## src/rtl/regfile_scoreboard.sv

```systemverilog
// Parametrised register file with a pending-write scoreboard, RAW-hazard stall and branch-capable PC.
// Optional macro REGFILE_BYPASS_EN forwards same-cycle writeback data to reads and to the hazard check.
module regfile_scoreboard #(
    parameter int DATA_WIDTH = 16,
    parameter int ADDR_WIDTH = 2,
    parameter int PC_STEP    = 2,
    parameter int RESET_PC   = 0
) (
    input  logic                       Clock,
    input  logic                       Reset,
    input  logic [ADDR_WIDTH-1:0]      RS,
    input  logic [ADDR_WIDTH-1:0]      RT,
    output logic [DATA_WIDTH-1:0]      ReadRS,
    output logic [DATA_WIDTH-1:0]      ReadRT,
    input  logic                       IssueValid,
    input  logic                       IssueRegWrite,
    input  logic [ADDR_WIDTH-1:0]      IssueRD,
    input  logic                       BranchEn,
    input  logic                       BranchNE,
    input  logic [DATA_WIDTH-1:0]      BranchOffset,
    input  logic [ADDR_WIDTH-1:0]      RD,
    input  logic [DATA_WIDTH-1:0]      WriteData,
    input  logic                       RegWrite,
    output logic                       Stall,
    output logic [2**ADDR_WIDTH-1:0]   Pending,
    output logic [DATA_WIDTH-1:0]      PC_out
);
    localparam int REGS = 2 ** ADDR_WIDTH;

    logic [DATA_WIDTH-1:0] regs_reg [REGS];
    logic [REGS-1:0]       pending_reg;
    logic [REGS-1:0]       clear_vec;
    logic [REGS-1:0]       set_vec;
    logic [REGS-1:0]       hit_vec;
    logic [DATA_WIDTH-1:0] pc_reg;
    logic [DATA_WIDTH-1:0] pc_next;
    logic                  accept;
    logic                  taken;

    genvar gi;
    generate
        for (gi = 0; gi < REGS; gi++) begin : g_decode
            assign clear_vec[gi] = RegWrite && (RD == ADDR_WIDTH'(gi));
            assign set_vec[gi]   = accept && IssueRegWrite && (IssueRD == ADDR_WIDTH'(gi));
        end
    endgenerate

`ifdef REGFILE_BYPASS_EN
    // A register being written back this cycle is already resolved for readers.
    assign ReadRS  = (RegWrite && (RD == RS)) ? WriteData : regs_reg[RS];
    assign ReadRT  = (RegWrite && (RD == RT)) ? WriteData : regs_reg[RT];
    assign hit_vec = pending_reg & ~clear_vec;
`else
    assign ReadRS  = regs_reg[RS];
    assign ReadRT  = regs_reg[RT];
    assign hit_vec = pending_reg;
`endif

    assign Stall   = IssueValid && (hit_vec[RS] || hit_vec[RT]);
    assign accept  = IssueValid && !Stall;
    assign taken   = BranchEn && ((ReadRS == ReadRT) ^ BranchNE);
    assign pc_next = pc_reg + (taken ? BranchOffset : DATA_WIDTH'(PC_STEP));

    always_ff @(posedge Clock or posedge Reset) begin
        if (Reset) begin
            for (int i = 0; i < REGS; i++) begin
                regs_reg[i] <= '0;
            end
        end else if (RegWrite) begin
            regs_reg[RD] <= WriteData;
        end
    end

    // An issue setting a bit wins over a writeback clearing the same bit.
    always_ff @(posedge Clock or posedge Reset) begin
        if (Reset) begin
            pending_reg <= '0;
        end else begin
            pending_reg <= (pending_reg & ~clear_vec) | set_vec;
        end
    end

    always_ff @(posedge Clock or posedge Reset) begin
        if (Reset) begin
            pc_reg <= DATA_WIDTH'(RESET_PC);
        end else if (accept) begin
            pc_reg <= pc_next;
        end
    end

    assign Pending = pending_reg;
    assign PC_out  = pc_reg;
endmodule

```

## config.mk

```make
export PLATFORM = sky130hd
export DESIGN_NAME = regfile_scoreboard
export DESIGN_NICKNAME = d
export VERILOG_FILES = /design/src/rtl/regfile_scoreboard.sv
export SDC_FILE = /design/constraint.sdc
export NUM_CORES = 1
export LEC_CHECK = 0
export CORE_MARGIN = 3
export CORE_UTILIZATION = 30
export DETAILED_ROUTE_END_ITERATION = 10
export MAX_ROUTING_LAYER = met4
export PLACE_DENSITY = 0.53
export SETUP_SLACK_MARGIN = 0.4
export SLEW_MARGIN = 20
export SYNTH_ARGS = -nofsm -noshare
export SYNTH_HDL_FRONTEND = slang
export SYNTH_SLANG_ARGS = --single-unit
```

## constraint.sdc

```tcl
create_clock -name Clock -period 8.2 [get_ports Clock]
set_clock_uncertainty 0.05 [all_clocks]
set_input_delay 2.05 -clock Clock [delete_from_list [all_inputs] [get_ports Clock]]
set_output_delay 2.05 -clock Clock [all_outputs]
set_load 0.01 [all_outputs]
```

==> reports/metrics.csv <==
metric,value,unit
Max-slew headroom,24.9,%
Synth Net Count,425,
ys async rst share,100,%
Cell variety after synth,50,
Setup crit end kind,flip-flop,
Worst Max-Slew Pin Slew,1.12,ns
Final TNS setup,0,ns
grt ovf,0,
Final Cycle Share,88.0,%
GRT met2 Usage,24.7,%
reg2reg setup slack,3.27,ns
"Seq/Total Area, Yosys",43.0,%
end of the critical path,PC_out[14]$_DFFE_PP0P_,
routed len/inst,18.9,um
Max Fclk,0.139,GHz
post-DR vias/cell,5.05,
Most Frequent Cell on Critical Path,a21oi_1,
cts hold-fix bufs,0,
Placer Congestion,0.898,
RR Endpoint,PC_out[14]$_DFFE_PP0P_,
Power Dens Cells,252,mW/mm^2
reg-to-reg critical path startpoint,regs_reg[39]$_DFFE_PP0P_,
DPL Wire Length,9380,um
Die Area,0.0179,sq mm
H-tree depth,3,
"leading cell type in the layout, fill and taps excluded",clkdlybuf4s50_1,
Pre-Repair DR Iteration Count,4,
Clock transition at path regs,0.06,ns
Crit Path Class,primary input to flip-flop,
first-pass GRT wire length,20800,um
clock sinks,84,
Nets,527,
HP Class,flip-flop to flip-flop,
Post-CTS Setup Bufs,0,
FP Rows,46,
Synth warnings,0,
Routed WL,12900,um
die height,134,um
startpoint types,primary input,
CTS tree,done,
Crit path max-delay family,compound AO/OA/AOI/OAI gates,
vias in the first global route,3717,
final setup fails,0,
crit-path max FO,17,
1st-iter DRT viols,196,
Max-Cap Viols,0,
starting density of the core,30.7,%
Placed Cells,668,
Synth Flop Type,dfrtp_1,
Final min period,7.22,ns
Reg2Reg Depth,15,
met3 usage,5.82,%
Post-DRT Antenna Nets,0,
Buf/Inv on CP,1,
Syn Inst Count,362,
worst path required time,8.37,ns
maximum vdd drop,0.000120,V
initial antenna violation count,0,
Setup crit start,RS[0],
"Cell Chain, Critical Path","clkdlybuf4s50_1, mux4_1, xor2_1, nor4_1, nand4_1, xnor2_2, nand3b_1, fa_1, a21o_1, a21oi_1, o21ai_0, a21oi_1, o21bai_1, a2111oi_0, or4_1, nand3_1",
RSZ-0062 raised after global routing,no,
Ports,100,
number of cells on the critical path,16,
Post-synth EDFFs,0,
Global Route Usage Sum,15.5,%
CTS buffer count,9,
Slowest cell on crit path,clkdlybuf4s50_1,
leakage,2.68,nW
outcome,finished clean,
most frequent cells in the layout,"clkdlybuf4s50_1 (99), dfrtp_1 (84), mux2_2 (66)",
Resize count post-CTS,0,
root buf cell,clkbuf_16,
largest net degree at the start of global routing,57,
Syn Area/Cell,13.5,sq um
Vias,3462,
Clock Latency Late Sink,0.35,ns
Largest register FFs,64,
Netlist Area Pre-Place,0.00489,sq mm
area grow syn2layout,31.6,%
Die Width,134,um
final antenna diode count,0,
port bufs,99,
register bit count reported by yosys,84,
Layout Cells excl Fill,685,
CORE AREA,0.0159,sq mm
Clock Tree Buf Depth,2,
arrival time of the worst setup path,7.39,ns
Hold Startpoint,PC_out[15]$_DFFE_PP0P_,
"Largest stage delay, worst path",0.84,ns
DRC,0,
grt met1 use,19.0,%
GR peak layer,met2,
Max Transition Viols Final,0,
layout cells sized above 1,27.5,%
final hold viol count,0,
-- synth_stat cells, types with 3 or more instances --
cell / count / area share (%)
nor2_1: 3 / 0.23
xor2_1: 23 / 4.1
mux4_1: 7 / 3.8
a21oi_1: 7 / 0.72
and3_2: 5 / 0.77
ha_1: 15 / 3.8
nand3b_1: 3 / 0.46
a21o_1: 3 / 0.46
a211oi_1: 3 / 0.46
xnor2_1: 6 / 1.1
mux4_2: 27 / 12
and3_1: 12 / 1.5
o21ai_0: 19 / 1.9
inv_1: 8 / 0.61
dfrtp_1: 84 / 43
mux2_2: 66 / 15
clkbuf_1: 8 / 0.61
nand3_1: 5 / 0.51
nor4_1: 3 / 0.38
buf_2: 3 / 0.31
nand2_1: 20 / 1.5
-- layer usage --
metal	vias to the layer above	wire (um)
li1	1587	-
met1	1767	5680
met2	97	6210
met3	11	915
met4	0	123
met5	-	0
-- stage by stage --
| step | power (mW) | setup slack, ns | cell area (sq um) | hold slack [ns] | utilization [%] |
|---|---|---|---|---|---|
| floorplan | 0.956 | 2.14 | 4890 | 0.438 | - |
| global placement | 1.23 | 0.692 | 6100 | 0.408 | 38.3 |
| detailed placement | 1.25 | 0.638 | 6150 | 0.419 | 38.5 |
| CTS | 1.64 | 0.985 | 6420 | 0.428 | 40.3 |
| global route | 1.73 | 0.501 | 6430 | 0.463 | 40.4 |
| finish | 1.62 | 0.981 | 6430 | 0.424 | 40.4 |
-- kinds of logic (layout without fill, tap and decap cells) --
logic type | count (synthesis) | in the layout | synth area share [%]
AOI/OAI and AO/OA | 46 | 46 | 5.94
buffers and inverters | 25 | 132 | 2.89
adders and majority gates | 16 | 16 | 4.25
DFF | 84 | 84 | 43.0
xor gates and xnor gates | 30 | 30 | 5.53
muxes | 100 | 100 | 31.4
and+or+nand+nor | 61 | 61 | 7.01
-- worst min path at each step --
stage               cells after the start  slack (ns)                  endpoint
global placement                        1        0.41    PC_out[15]$_DFFE_PP0P_
global route                            1        0.46    PC_out[15]$_DFFE_PP0P_
floorplan                               1        0.44  regs_reg[16]$_DFFE_PP0P_
detailed placement                      1        0.42    PC_out[15]$_DFFE_PP0P_
CTS                                     1        0.43    PC_out[15]$_DFFE_PP0P_
finish                                  1        0.42    PC_out[15]$_DFFE_PP0P_
-- report_power, final --
group / switching, mW / total, mW / internal [mW]
registers: 0.0824 / 0.598 / 0.515
logic: 0.278 / 0.638 / 0.360
clock network: 0.178 / 0.386 / 0.208
-- worst register-to-register path: stages (launching register included) --
cell and delay [ns]:
dfrtp_1 0.40, mux4_1 0.56, xor2_1 0.19, nor4_1 0.39, nand4_1 0.27, xnor2_2 0.57
nand3b_1 0.26, fa_1 0.49, a21o_1 0.17, a21oi_1 0.22, o21ai_0 0.13, a21oi_1 0.23
o21bai_1 0.16, a2111oi_0 0.48, or4_1 0.18, nand3_1 0.07
-- final cells by class --
type	count	area, sq um
Tap cell	216	270
Inverter	8	31.3
Clock buffer	10	229
Clock inverter	6	47.5
Sequential cell	84	2100
Timing Repair Buffer	108	1100
Multi-Input combinational cell	253	2650
Fill cell	1507	9510
Power figures use the tool's default switching activity.
